==> config.mk <==
export PLATFORM = sky130hd
export DESIGN_NAME = instr_fetch_unit_flat
export DESIGN_NICKNAME = d
export VERILOG_FILES = /design/src/rtl/instr_fetch_unit_pkg.sv /design/src/rtl/instr_fetch_unit_if.sv /design/src/rtl/instr_fetch_unit.sv /design/src/flat_wrapper.sv
export SDC_FILE = /design/constraint.sdc
export NUM_CORES = 1
export LEC_CHECK = 0
export BUFFER_PORTS_ARGS = -buffer_cell sky130_fd_sc_hd__buf_2
export CORE_MARGIN = 2
export CORE_UTILIZATION = 52
export DETAILED_ROUTE_END_ITERATION = 10
export GPL_TIMING_DRIVEN = 0
export PLACE_DENSITY = 0.8
export SLEW_MARGIN = 20
export SYNTH_ARGS = -nofsm -noshare
export SYNTH_HDL_FRONTEND = slang
export SYNTH_SLANG_ARGS = --single-unit
==> constraint.sdc <==
create_clock -name clk -period 6.13 [get_ports clk]
set_input_delay 1.5325 -clock clk [delete_from_list [all_inputs] [get_ports clk]]
set_output_delay 1.5325 -clock clk [all_outputs]
set_load 0.05 [all_outputs]
==> src/rtl/instr_fetch_unit_pkg.sv <==
// Shared types and constants for the instruction fetch unit: PC width, reset PC,
// fetch FSM encoding and the decode-side output payload.
package instr_fetch_unit_pkg;

    localparam int unsigned XLEN = 32;
    localparam int unsigned ALIGN_BITS = 2;

    localparam logic [XLEN-1:0] DEFAULT_RESET_PC = 32'h0000_3000;
    localparam logic [XLEN-1:0] PC_STEP          = 32'd4;

    typedef enum logic [1:0] {
        FETCH_IDLE = 2'd0,
        FETCH_REQ  = 2'd1,
        FETCH_WAIT = 2'd2
    } fetch_state_t;

    // One buffered instruction handed to decode
    typedef struct packed {
        logic [XLEN-1:0] pc;
        logic [XLEN-1:0] instr;
    } fetch_pkt_t;

    // Force an address onto a word boundary
    function automatic logic [XLEN-1:0] word_align(input logic [XLEN-1:0] addr);
        return {addr[XLEN-1:ALIGN_BITS], ALIGN_BITS'(0)};
    endfunction

endpackage

==> src/rtl/instr_fetch_unit_if.sv <==
// Fetch unit bus bundle: imem request/response, next-PC redirect and decode output.
// The master side is the fetch unit; the slave side is imem plus decode/execute.
interface instr_fetch_unit_if;
    import instr_fetch_unit_pkg::*;

    logic            imem_req_valid;
    logic            imem_req_ready;
    logic [XLEN-1:0] imem_req_addr;
    logic            imem_resp_valid;
    logic [XLEN-1:0] imem_resp_data;
    logic            redirect_valid;
    logic [XLEN-1:0] redirect_pc;
    logic            out_valid;
    logic            out_ready;
    logic [XLEN-1:0] out_pc;
    logic [XLEN-1:0] out_instr;

    modport master (
        output imem_req_valid,
        input  imem_req_ready,
        output imem_req_addr,
        input  imem_resp_valid,
        input  imem_resp_data,
        input  redirect_valid,
        input  redirect_pc,
        output out_valid,
        input  out_ready,
        output out_pc,
        output out_instr
    );

    modport slave (
        input  imem_req_valid,
        output imem_req_ready,
        input  imem_req_addr,
        output imem_resp_valid,
        output imem_resp_data,
        output redirect_valid,
        output redirect_pc,
        input  out_valid,
        output out_ready,
        input  out_pc,
        input  out_instr
    );

endinterface

==> src/rtl/instr_fetch_unit.sv <==
// Instruction fetch unit: owns the PC, keeps one imem request outstanding,
// buffers each returned word with its PC for decode and honours redirects.
module instr_fetch_unit
    import instr_fetch_unit_pkg::*;
#(
    parameter logic [XLEN-1:0] RESET_PC = DEFAULT_RESET_PC
) (
    input  logic               clk,
    input  logic               reset,
    instr_fetch_unit_if.master fif
);

    fetch_state_t    state, state_n;
    logic [XLEN-1:0] pc, pc_n;
    logic [XLEN-1:0] inflight_pc, inflight_pc_n;
    logic            drop, drop_n;
    logic            out_valid, out_valid_n;
    fetch_pkt_t      obuf, obuf_n;
    logic            req_valid_c;
    logic            req_fire_c;

    always_ff @(posedge clk or posedge reset) begin
        if (reset) begin
            state       <= FETCH_IDLE;
            pc          <= RESET_PC;
            inflight_pc <= '0;
            drop        <= 1'b0;
            out_valid   <= 1'b0;
            obuf        <= '0;
        end else begin
            state       <= state_n;
            pc          <= pc_n;
            inflight_pc <= inflight_pc_n;
            drop        <= drop_n;
            out_valid   <= out_valid_n;
            obuf        <= obuf_n;
        end
    end

    always_comb begin
        state_n       = state;
        pc_n          = pc;
        inflight_pc_n = inflight_pc;
        drop_n        = drop;
        out_valid_n   = out_valid;
        obuf_n        = obuf;
        req_valid_c   = 1'b0;
        req_fire_c    = 1'b0;

        // A decode handshake empties the buffer unless a response refills it below
        if (out_valid && fif.out_ready) begin
            out_valid_n = 1'b0;
        end

        case (state)
            FETCH_IDLE: begin
                state_n = FETCH_REQ;
            end
            FETCH_REQ: begin
                // Only request when the buffer will be free by the time the word lands
                req_valid_c = !out_valid || fif.out_ready;
                req_fire_c  = req_valid_c && fif.imem_req_ready;
                if (req_fire_c) begin
                    inflight_pc_n = pc;
                    state_n       = FETCH_WAIT;
                end
            end
            FETCH_WAIT: begin
                if (fif.imem_resp_valid) begin
                    state_n = FETCH_REQ;
                    if (drop) begin
                        drop_n = 1'b0;
                    end else begin
                        obuf_n.pc    = inflight_pc;
                        obuf_n.instr = fif.imem_resp_data;
                        out_valid_n  = 1'b1;
                        pc_n         = inflight_pc + PC_STEP;
                    end
                end
            end
            default: begin
                state_n = FETCH_IDLE;
            end
        endcase

        // Redirect overrides the normal update; an issued request becomes a dropped one
        if (fif.redirect_valid) begin
            pc_n        = word_align(fif.redirect_pc);
            out_valid_n = 1'b0;
            obuf_n      = obuf;
            case (state)
                FETCH_REQ: begin
                    if (req_fire_c) begin
                        drop_n = 1'b1;
                    end
                end
                FETCH_WAIT: begin
                    drop_n = !fif.imem_resp_valid;
                end
                default: begin
                    drop_n = drop;
                end
            endcase
        end
    end

    assign fif.imem_req_valid = req_valid_c;
    assign fif.imem_req_addr  = pc;
    assign fif.out_valid      = out_valid;
    assign fif.out_pc         = obuf.pc;
    assign fif.out_instr      = obuf.instr;

endmodule

==> src/flat_wrapper.sv <==
// flat-port wrapper written by rule: the top's interface ports become plain ports
module instr_fetch_unit_flat import instr_fetch_unit_pkg::*;
#(
    parameter logic [XLEN-1:0] RESET_PC = DEFAULT_RESET_PC
)
  (clk, reset, fif_imem_req_valid, fif_imem_req_ready, fif_imem_req_addr, fif_imem_resp_valid, fif_imem_resp_data, fif_redirect_valid, fif_redirect_pc, fif_out_valid, fif_out_ready, fif_out_pc, fif_out_instr);
  instr_fetch_unit_if fif_i ();
  input  logic clk;
  input  logic reset;
  output wire logic [$bits(fif_i.imem_req_valid)-1:0] fif_imem_req_valid;
  input wire logic [$bits(fif_i.imem_req_ready)-1:0] fif_imem_req_ready;
  output wire logic [$bits(fif_i.imem_req_addr)-1:0] fif_imem_req_addr;
  input wire logic [$bits(fif_i.imem_resp_valid)-1:0] fif_imem_resp_valid;
  input wire logic [$bits(fif_i.imem_resp_data)-1:0] fif_imem_resp_data;
  input wire logic [$bits(fif_i.redirect_valid)-1:0] fif_redirect_valid;
  input wire logic [$bits(fif_i.redirect_pc)-1:0] fif_redirect_pc;
  output wire logic [$bits(fif_i.out_valid)-1:0] fif_out_valid;
  input wire logic [$bits(fif_i.out_ready)-1:0] fif_out_ready;
  output wire logic [$bits(fif_i.out_pc)-1:0] fif_out_pc;
  output wire logic [$bits(fif_i.out_instr)-1:0] fif_out_instr;
  assign fif_imem_req_valid = fif_i.imem_req_valid;
  assign fif_i.imem_req_ready = fif_imem_req_ready;
  assign fif_imem_req_addr = fif_i.imem_req_addr;
  assign fif_i.imem_resp_valid = fif_imem_resp_valid;
  assign fif_i.imem_resp_data = fif_imem_resp_data;
  assign fif_i.redirect_valid = fif_redirect_valid;
  assign fif_i.redirect_pc = fif_redirect_pc;
  assign fif_out_valid = fif_i.out_valid;
  assign fif_i.out_ready = fif_out_ready;
  assign fif_out_pc = fif_i.out_pc;
  assign fif_out_instr = fif_i.out_instr;
  instr_fetch_unit #(.RESET_PC(RESET_PC)) u_core (.clk(clk), .reset(reset), .fif(fif_i));
endmodule
Word level (Yosys, flattened, before mapping) --
Index checks and enable logic that the tools add are counted.
Cells by class: mux-type cells 19, add/subtract/negate cells 1, reduce and logical (&&, ||, !) cells 12, bitwise logic cells 2, equal/unequal tests 6
Operators by type and width (number):
- $mux W32 | 4
- $add A32 B3 Y32 const B | 1
- $mux W1 | 11
- $pmux W2 S3 | 1
- $mux W2 | 2
- $ne A2 B2 Y1 const B | 2
- $reduce_and A2 Y1 | 2
- $reduce_and A4 Y1 | 1
- $reduce_bool A2 Y1 | 2
- $ne A3 B1 Y1 const B | 1
- $reduce_and A3 Y1 | 1
- $eq A2 B1 Y1 const B | 1
- $eq A2 B2 Y1 const B | 1
- $logic_and A1 B1 Y1 | 2
- $logic_not A1 Y1 | 2
- $logic_not A2 Y1 | 1
- $ne A2 B1 Y1 const B | 1
- $not A1 Y1 | 2
- $pmux W1 S2 | 1
- $logic_or A1 B1 Y1 | 1
Word-level totals: register bits after elaboration 132, input port bits 70, output and inout port bits 98, logic and storage cells 47

Depth between registers and ports, before layout --
Gate-level depths: netlist of the first run.
word-level depth 7, gate-level depth with buffers 7, depth with buffers taken out 6

Worst setup path before layout of the first run --
Ideal clock, no wire load.
path type input-to-output, from input port fif_out_ready, to output port fif_imem_req_valid, stages 3, arrival 2.411 ns, buffers on the path 0, required time 4.597 ns, setup slack 2.187 ns, path through nand2b_1 nand2_1 nor2_1
Between the ends: longest elaborated chain between the ends 2
RTL lines:
- start, declared | line flat_wrapper.sv:18 | input wire logic [$bits(fif_i.out_ready)-1:0] fif_out_ready;
- $logic_or A1 B1 Y1 | line instr_fetch_unit.sv:61 | req_valid_c = !out_valid || fif.out_ready;
- $mux W1 | line instr_fetch_unit.sv:55 | case (state)
- end, declared | line flat_wrapper.sv:10 | output wire logic [$bits(fif_i.imem_req_valid)-1:0] fif_imem_req_valid;
No other way between the ends.

Worst setup path in the final report of the first run --
Same ends and word-level chain as after synthesis.

==> results.ini, run 1 <==
[outcome]
status=complete, no violations

[yosys]
synth.area.top_cells=dfrtp_1 55%, nand2_1 15%, mux2_2 6.1%, xor2_1 2.5%, o221ai_1 1.6%
synth_xor_area_frac=0.0387
synthSimpleGateAreaFrac=0.229
yosysWarnings=0
netlist.area_leader.share=0.553
synth_top_family_by_area=simple AND/OR/NAND/NOR gates
syn_area_mm2=0.00588
ys_ff_latch=132
synthAdderAreaFrac=0.00213
async_flop_share=1.00
ys_seq_area_frac=0.562
syn-num-nets=659
ys_types=44
syn_area_per_cell_um2=10.0
synth_mux_area_frac=0.0732
synth_edf_count=0
netlist_instances=588
ys.flop_type=dfrtp_1
synth.largest_area_cell=dfrtp_1
synth_compound_area_frac=0.0585

[clock_tree]
holdBufCountCts=0
cts-resized-gates=0
cts_buffer_depth=2
cts_setup_buffers=0
worstSkewPairLatency_ns=0.41
clockRootBuffer=clkbuf_16
htree_levels=4
cts_buffers=17
cts.sinks=132
cts_tree=built
path_clk_slew_ns=0.06

[layout]
antenna_cells=0
area_delta_synth_final_pct=28.4
instances_no_fill=926
finalNetCount=844
drive_gt1_frac=0.341
post-route-util=0.690

[setup_path]
crit_slowest_cell=buf_2
crit_top_cell=buf_2
critPathArrivalTime_ns=2.25
worstSetupStartpoint=fif_out_ready
start_kind=primary input
setup.worst_path.class=in -> out
r2r-start=u_core.drop$_DFFE_PP0P_
crit_path_end_kind=output port
crit_fanout=3
cp.required_ns=4.60
max_stage_delay_ns=0.30
path_cells=buf_2, nand2b_1, nand2_1, nor2_1, buf_2

[timing]
rsz0062_at_grt=no
finalMaxSlewViolations=0
finalCritPeriodShare=0.617
worst_pin_slew_ns=0.869
skew_ns=0.00602
hold_viol=0
period_needed_ns=3.78
tns_ns=0
slew_headroom=0.418
setup_viol=0
fmax_mhz=264

[detailed_routing]
viasPerCell=5.28
post-route-drc-count=0
drtIter0Drc=261
firstDrtPassIters=5
num_vias=4893
wl_per_cell_um=16.2
drt_wl_total_um=15000
ant_nets=0

[placed_design]
dp_cells=894
gp_congestion=0.858
hpwl_um=10600
portBuffers=165

[global_route]
grt_overflow_total=0
grt_pass1_vias=4793
grt_antenna_before_repair=0
grt_pass1_wl_um=23700
grt_start_max_net_pins=69
track_usage=0.256

[power]
p_leak_nw=4.03
p_int_mw=2.26
clockPowerShare=0.276
p_sw_frac=0.415
seq_power_share=0.364
peakVddDrop_v=0.000352
p_total_mw=3.86
p_comb_frac=0.360
p_switching_mw=1.60
power_density_mw_per_mm2=512

[floorplan]
die-area_mm2=0.0122
rows=38
core_area_mm2=0.0109
die-height_um=110
initial_utilization=0.538
ioPinCount=168
die_x_um=110

[min_path]
holdCritStartpoint=u_core.fif.out_pc[19]$_DFFE_PP0P_
hp-class=reg -> reg

[job]
drv_cap=0

==> metal layers <==
layer  track usage  up-vias  share of wire  wire length (um)
li1              -     2332              -                 -
met1         0.332     2369           0.43              6390
met3        0.0729       20          0.070              1040
met5             0        -              0                 0
met4        0.0696        0          0.012               184
met2         0.425      172           0.49              7350
==> stage by stage <==
stage	setup slack [ns]	hold slack [ns]	area, um2
2_1_floorplan	1.07	0.455	5880
3_3_place_gp	-0.215	0.452	6880
3_5_place_dp	2.35	0.457	6910
4_1_cts	2.34	0.472	7550
5_1_grt	2.29	0.491	7550
6_report	2.35	0.467	7550
==> state kept, by name, summed over array words and instances (netlist names) <==
signal and count:
u_core.fif.imem_req_addr 32, u_core.fif.out_pc 32, u_core.inflight_pc 32, u_core.state 2
u_core.fif.out_valid 1, u_core.drop 1, u_core.fif.out_instr 32
==> layout by cell type, fill, tap and decap left out, types with 3 or more instances in the layout <==
| cell type | instances |
|---|---|
| mux2_2 | 32 |
| o21ai_0 | 16 |
| nand3_1 | 17 |
| o221ai_1 | 11 |
| xnor2_1 | 9 |
| clkinv_2 | 3 |
| nand4_1 | 5 |
| nand2_1 | 237 |
| buf_2 | 178 |
| bufinv_16 | 3 |
| xor2_1 | 17 |
| nor3b_1 | 5 |
| a21oi_1 | 14 |
| nand4_2 | 3 |
| inv_1 | 3 |
| clkbuf_1 | 15 |
| clkbuf_8 | 10 |
| and3_1 | 8 |
| nor2_1 | 11 |
| clkbuf_16 | 17 |
| dfrtp_1 | 130 |
| mux2i_1 | 7 |
==> critical path: cells and delay by family <==
family | cells | cell delay (ns)
buffers and inverters | 2 | 0.37
AND/OR/NAND/NOR | 3 | 0.34
==> logic make-up after synthesis <==
group	count (synthesis)
buf+inv	38
mux	39
flops	132
fa+ha+maj	1
xor+xnor	26
compound gates	51
simple gates	301
==> power groups by stage <==
| stage | combinational, mW | clock [mW] | sequential [mW] |
|---|---|---|---|
| 2_1_floorplan | 0.489 | 0 | 1.95 |
| 3_3_place_gp | 1.36 | 0 | 1.39 |
| 3_5_place_dp | 1.39 | 0 | 1.41 |
| 5_1_grt | 1.49 | 1.12 | 1.44 |
| 6_report | 1.39 | 1.07 | 1.40 |
| 4_1_cts | 1.40 | 1.08 | 1.40 |
==> area by class of cell <==
cell class | instances | area [um2]
fillers | 872 | 3390
flip-flops and latches | 132 | 3310
multi-input cells | 418 | 2360
plain buffers | 34 | 195
well taps | 140 | 175
inverters | 4 | 22.5
repair buffers | 166 | 853
clock buffers | 24 | 512
clock inverters | 8 | 120
==> synth_stat cells (2+ instances only) <==
| library cell | count |
|---|---|
| and3_1 | 8 |
| dfstp_2 | 2 |
| nand2_1 | 237 |
| nand4_1 | 5 |
| nand3_1 | 17 |
| a21oi_1 | 14 |
| clkbuf_1 | 14 |
| and4_1 | 2 |
| nor3b_1 | 5 |
| nand4_2 | 3 |
| buf_2 | 13 |
| xnor2_1 | 9 |
| xor2_1 | 17 |
| nor4_4 | 2 |
| mux2i_1 | 7 |
| o221ai_1 | 11 |
| mux2_2 | 32 |
| a22o_1 | 2 |
| inv_1 | 4 |
| clkbuf_8 | 4 |
| o221ai_2 | 2 |
| buf_4 | 2 |
| nor2_1 | 11 |
| o21ai_0 | 16 |
| dfrtp_1 | 130 |
==> worst paths after layout <==
kind,end,slack [ns],cells past startpoint
max,fif_imem_req_valid,2.35,5
min,u_core.fif.out_pc[19]$_DFFE_PP0P_,0.47,2
max reg2reg,u_core.fif.out_instr[28]$_DFFE_PP0P_,3.82,6
min reg2reg,u_core.fif.out_pc[19]$_DFFE_PP0P_,0.47,2
max in group asynchronous,u_core.fif.out_pc[31]$_DFFE_PP0P_,4.30,3
min in group asynchronous,u_core.fif.out_pc[23]$_DFFE_PP0P_,1.14,2
(Power assumes the default switching activity.)
==> inputs of run 2 (changes only) <==
Settings changed: ABC_AREA set to 1.
Clock period 6.13 ns to 3.7 ns, I/O delays scaled along.
==> run 2 against run 1 <==
Effect of this change: flip-flop and latch count unchanged; via count up 15%; first-iteration DRC count up 110%; total power up 77%; die area up 0.96%; design area up 1.2%.
==> results.ini, run 2 <==
[outcome]
status=complete, no violations

[placed_design]
gp_congestion=0.920  ; +7.2%
dp_cells=1039  ; +16%
portBuffers=165  ; unchanged
hpwl_um=12200  ; +14%
placed_area_mm2=0.00703  ; +1.7%

[power]
peakVddDrop_v=0.000600  ; +71%
p_leak_nw=4.04  ; +0.19%
p_total_mw=6.83  ; +77%
power_density_mw_per_mm2=894  ; +75%

[global_route]
grt_pass1_wl_um=27400  ; +16%
track_usage=0.284  ; +0.0275
grt_antenna_before_repair=0  ; unchanged
grt_start_max_net_pins=33  ; -52%
grt_overflow_total=0  ; unchanged
grt_pass1_vias=5466  ; +14%

[yosys]
synth_most_common_cell=nand2_1
ys_ff_latch=132  ; unchanged
synth.largest_area_cell=dfrtp_1
syn-num-nets=798  ; +21%
syn_area_mm2=0.00594  ; +1.0%
syn_area_per_cell_um2=8.17  ; -18%
ys_types=34  ; -23%
synth_common_cells=302 x nand2_1, 130 x dfrtp_1, 67 x o21ai_0
netlist.area_leader.share=0.548  ; -0.00548
synth_edf_count=0  ; unchanged
netlist_instances=727  ; +24%
async_flop_share=1.00  ; unchanged
synth.area.top_cells=dfrtp_1 55%, nand2_1 19%, o21ai_0 5.6%, nor2_1 3.2%, inv_1 3.1%
ys.flop_type=dfrtp_1
yosysWarnings=0  ; unchanged
ys_seq_area_frac=0.557  ; -0.00557

[min_path]
holdCritStartpoint=u_core.fif.out_instr[22]$_DFFE_PP0P_
hp-class=reg -> reg

[layout]
drive_gt1_frac=0.256  ; -0.0853
finalNetCount=986  ; +17%
final_area_mm2=0.00763  ; +1.2%
fillerInstances=945  ; +8.4%
antenna_cells=0  ; unchanged
area_delta_synth_final_pct=28.6
post-route-util=0.677  ; -0.0127
final_cell_mix=302 x nand2_1, 178 x buf_2, 130 x dfrtp_1, 67 x o21ai_0, 51 x nor2_1
instances_no_fill=1070  ; +16%
final_common_cell=nand2_1

[setup_path]
critPathArrivalTime_ns=1.42  ; -0.83 ns
max_stage_delay_ns=0.35  ; +0.05 ns
r2r-start=u_core.inflight_pc[3]$_DFFE_PP0P_
critPathTopFamily=buffers and inverters
crit_path_end_kind=output port
setup.worst_path.class=reg -> out
cp_num_buf_inv=2  ; unchanged
crit_fanout=3  ; unchanged
start_kind=flop
worstSetupStartpoint=u_core.state[1]$_DFFE_PP0P_
crit_slowest_cell=dfrtp_1
path_cells=inv_1, nand2_1, nor2_1, buf_2
cp.required_ns=2.77  ; -1.83 ns

[clock_tree]
path_clk_slew_ns=0.06  ; about the same
cts_buffers=17  ; unchanged
cts_tree=built
cts_setup_buffers=0  ; unchanged
worstSkewPairLatency_ns=0.42  ; about the same
htree_levels=4  ; unchanged
cts_buffer_depth=2  ; unchanged
clockRootBuffer=clkbuf_16
holdBufCountCts=0  ; unchanged
cts.sinks=132  ; unchanged
cts-resized-gates=0  ; unchanged

[timing]
setup_viol=0  ; unchanged
finalMaxSlewViolations=0  ; unchanged
fmax_mhz=427
finalCritPeriodShare=0.633
hold_viol=0  ; unchanged
period_needed_ns=2.34
skew_ns=0.00630  ; +0.000279 ns
tns_ns=0  ; unchanged
rsz0062_at_grt=no
worst_pin_slew_ns=0.755  ; -0.115 ns
slew_headroom=0.497  ; +0.0785

[detailed_routing]
ant_nets=0  ; unchanged
drt_wl_total_um=16800  ; +12%
wl_per_cell_um=15.7  ; -2.9%
drtIter0Drc=556  ; +110%
post-route-drc-count=0  ; unchanged
viasPerCell=5.26  ; -0.51%
firstDrtPassIters=5  ; unchanged
num_vias=5625  ; +15%

[floorplan]
die-height_um=111  ; +0.48%
die_x_um=111  ; +0.48%
rows=39  ; +2.6%
die-area_mm2=0.0123  ; +0.96%
initial_utilization=0.527  ; -0.0108
core_area_mm2=0.0113  ; +3.1%
ioPinCount=168  ; unchanged

[job]
drv_cap=0  ; unchanged

## run 2: cell count changes in the layout (fill, tap and decap cells not counted), sizes merged, moves of 8 or more
cell    change
nand3      +16
and3        -8
inv        +47
nand2      +68
o221ai     -12
xor2       -12
nor2       +48
mux2       -32
clkbuf      -9
o21ai      +52
## run 2: stage by stage
step / setup slack, ns / hold slack [ns]
2_1_floorplan: 1.14 / 0.453
3_3_place_gp: 0.307 / 0.458
3_5_place_dp: 1.36 / 0.459
4_1_cts: 1.34 / 0.475
5_1_grt: 1.27 / 0.498
6_report: 1.36 / 0.473
## run 2: final timing paths
check | to | depth (start not counted) | slack (ns)
setup reg to reg | u_core.fif.imem_req_addr[24]$_DFFE_PP0P_ | 10 | 1.86
setup / recovery | fif_imem_req_valid | 4 | 1.36
min in group asynchronous | u_core.fif.out_instr[0]$_DFFE_PP0P_ | 2 | 0.55
hold reg to reg | u_core.fif.out_instr[22]$_DFFE_PP0P_ | 2 | 0.47
max in group asynchronous | u_core.fif.imem_req_addr[12]$_DFFE_PP1P_ | 5 | 2.12
hold / removal | u_core.fif.out_instr[22]$_DFFE_PP0P_ | 2 | 0.47
## run 2: power breakdown
part | switching (mW) | total [mW] | internal, mW
registers | 0.378 | 2.34 | 1.97
logic | 2.13 | 2.76 | 0.632
clock network | 0.614 | 1.72 | 1.11
total | 3.12 | 6.83 | 3.70
## run 2: final cells by class
type	instances	area, um2	share of cell area
plain buffers	30	161	0.0211
repair buffers	169	913	0.120
multi-input cells	513	2270	0.298
inverters	52	201	0.0264
clock buffers	22	474	0.0621
clock inverters	9	128	0.0167
well taps	143	179	0.0234
flip-flops and latches	132	3310	0.433
## run 2: kinds of logic after synthesis
kind of cell / Yosys count / share of synthesized area
compound gates: 94 / 0.0856
flops: 132 / 0.557
simple gates: 411 / 0.285
fa+ha+maj: 1 / 0.00211
xor+xnor: 7 / 0.0103
buf+inv: 82 / 0.0605
## run 2: routing by layer
metal,wire (um),up-vias,track usage
met1,6940,2627,0.375
met4,528,0,0.110
met2,7700,275,0.449
met5,0,-,0
li1,-,2683,-
met3,1630,40,0.0793
## run 2: tightest hold or removal path, stage by stage (launching register included)
cell	delay [ns]
dfrtp_1	0.33
nand2_1	0.05
nand2_1	0.06
==> inputs of run 3 (changes only) <==
Settings changed: CORE_UTILIZATION 52 to 47, PLACE_DENSITY 0.8 to 0.76.
Clock period 3.7 ns to 1.95 ns, I/O delays scaled along.
==> run 3 against run 2 <==
Effect of this change: die area is 10% higher; largest power group unchanged; global-route usage is 1.6 points lower; flip-flop and latch count stayed put; wire length is 0.51% higher; critical path depth stayed put; sequential power is 90% higher; critical endpoint unchanged.
==> results.ini, run 3 (same netlist as run 2, synthesis figures left out) <==
[setup_path]
critPathTopFamily=flip-flops
crit_path_end_kind=output port
r2r_end=u_core.fif.imem_req_addr[24]$_DFFE_PP0P_
max_stage_delay_ns=0.36  ; about the same
rr_worst_depth=10  ; unchanged
setup.worst_path.class=reg -> out
start_kind=flop
path_cells=inv_1, nand2_1, nor2_1, buf_4
crit_fanout=3  ; unchanged
critPathArrivalTime_ns=1.35  ; -0.07 ns
cp.required_ns=1.46  ; -1.31 ns
reg2reg_slack_ns=0.18  ; -1.68 ns
crit_slowest_cell=dfrtp_1
cp_num_buf_inv=2  ; unchanged
r2r-start=u_core.inflight_pc[3]$_DFFE_PP0P_

[timing]
skew_ns=0.00852  ; +0.00222 ns
setup_viol=0  ; unchanged
finalMaxSlewViolations=0  ; unchanged
tns_ns=0  ; unchanged
worst_pin_slew_ns=0.665  ; -0.0900 ns
finalCritPeriodShare=0.945
rsz0062_at_grt=no
period_needed_ns=1.84
hold_viol=0  ; unchanged
fmax_mhz=543
slew_headroom=0.557  ; +0.0600

[layout]
post-route-util=0.619  ; -0.0582
final_area_mm2=0.00772  ; +1.1%
drive_gt1_frac=0.258  ; +0.00188
final_common_cell=nand2_1
finalNetCount=986  ; unchanged
antenna_cells=0  ; unchanged
instances_no_fill=1100  ; +2.8%
final_cell_mix=302 x nand2_1, 177 x buf_2, 130 x dfrtp_1, 67 x o21ai_0, 51 x nor2_1
area_delta_synth_final_pct=30.0
fillerInstances=1161  ; +23%

[outcome]
status=complete, no violations

[placed_design]
hpwl_um=12500  ; +2.4%
dp_cells=1068  ; +2.8%
placed_area_mm2=0.00707  ; +0.52%
gp_congestion=0.950  ; +3.3%
portBuffers=165  ; unchanged

[power]
p_comb_frac=0.398  ; -0.007
p_sw_frac=0.454  ; -0.00329
seq_power_share=0.338  ; -0.005
peakVddDrop_v=0.000881  ; +47%
clockPowerShare=0.263  ; +0.011
power_density_mw_per_mm2=1710  ; +91%
p_leak_nw=4.06  ; +0.55%
p_switching_mw=5.98  ; +91%
p_int_mw=7.18  ; +94%

[detailed_routing]
drtIter0Drc=462  ; -17%
firstDrtPassIters=6  ; +1
num_vias=5471  ; -2.7%
wl_per_cell_um=15.4  ; -2.2%
viasPerCell=4.97  ; -5.4%
post-route-drc-count=0  ; unchanged
drt_wl_total_um=16900  ; +0.51%
ant_nets=0  ; unchanged

[floorplan]
die-height_um=116  ; +5.0%
die_x_um=116  ; +5.0%
rows=41  ; +5.1%
die-area_mm2=0.0135  ; +10%
core_area_mm2=0.0125  ; +11%
initial_utilization=0.476  ; -0.0504
ioPinCount=168  ; unchanged

[global_route]
grt_antenna_before_repair=0  ; unchanged
grt_start_max_net_pins=36  ; +9.1%
track_usage=0.268  ; -0.0159
grt_pass1_vias=5304  ; -3.0%
grt_overflow_total=0  ; unchanged
grt_pass1_wl_um=27100  ; -1.1%

[min_path]
hp-class=in -> async

[clock_tree]
clockRootBuffer=clkbuf_16
cts_buffer_depth=2  ; unchanged
htree_levels=4  ; unchanged
cts.sinks=132  ; unchanged
worstSkewPairLatency_ns=0.42  ; about the same
cts_buffers=17  ; unchanged
path_clk_slew_ns=0.06  ; about the same
cts_tree=built

[job]
drv_cap=0  ; unchanged

[run 3: changes by cell type in the layout (fill, tap and decap cells not counted), sizes merged]
cell | before | now
clkinv | 3 | 5
clkinvlp | 4 | 3
clkbuf | 34 | 33
bufinv | 3 | 4
[run 3: power by group through the flow]
stage               clock network, mW  registers, mW  logic (mW)
floorplan                           0           6.69        1.56
global placement                    0           4.44        5.14
detailed placement                  0           4.44        5.24
CTS                              3.50           4.44        5.26
global route                     3.62           4.58        5.65
finish                           3.47           4.45        5.24
[run 3: worst max path at each step]
stage                                                          end  cells after the start  slack (ns)                         from
after floorplan                            u_core.drop$_DFFE_PP0P_                      1       -0.17                        reset
after global placement           u_core.fif.out_pc[26]$_DFFE_PP0P_                      2       -1.01                        reset
after detailed placement  u_core.fif.imem_req_addr[27]$_DFFE_PP0P_                      7        0.13           fif_redirect_valid
after CTS                                       fif_imem_req_valid                      4        0.04  u_core.state[1]$_DFFE_PP0P_
after global routing                            fif_imem_req_valid                      4        0.01  u_core.state[1]$_DFFE_PP0P_
final                                           fif_imem_req_valid                      4        0.11  u_core.state[1]$_DFFE_PP0P_
[run 3: layout make-up]
type / instances / area, um2 / area share
clock buffer: 21 / 470 / 0.0610
sequential: 132 / 3310 / 0.428
multi-input combinational: 513 / 2270 / 0.294
inverter: 52 / 201 / 0.0261
timing repair buffer: 169 / 916 / 0.119
buffer: 30 / 161 / 0.0209
tap: 172 / 215 / 0.0279
clock inverter: 11 / 175 / 0.0227
[run 3: per-stage QoR]
step           power (mW)  hold slack (ns)  worst slack, ns
2_1_floorplan        8.25            0.453           -0.173
3_3_place_gp         9.58            0.458            -1.01
3_5_place_dp         9.68            0.460            0.130
4_1_cts              13.2            0.102           0.0396
5_1_grt              13.9            0.117           0.0141
6_report             13.2           0.0999            0.108
[run 3: routing by layer]
layer,part of all wire,track usage
met5,0,0
met4,0.013,0.0722
met3,0.085,0.0794
met2,0.46,0.422
met1,0.44,0.364
[run 3: repair_timing]
action                                  4_1_cts  5_1_grt
setup buffers                                 0        0
endpoints found under the setup margin        0        1
gates resized for setup                       0        2
hold buffers                                  0        0
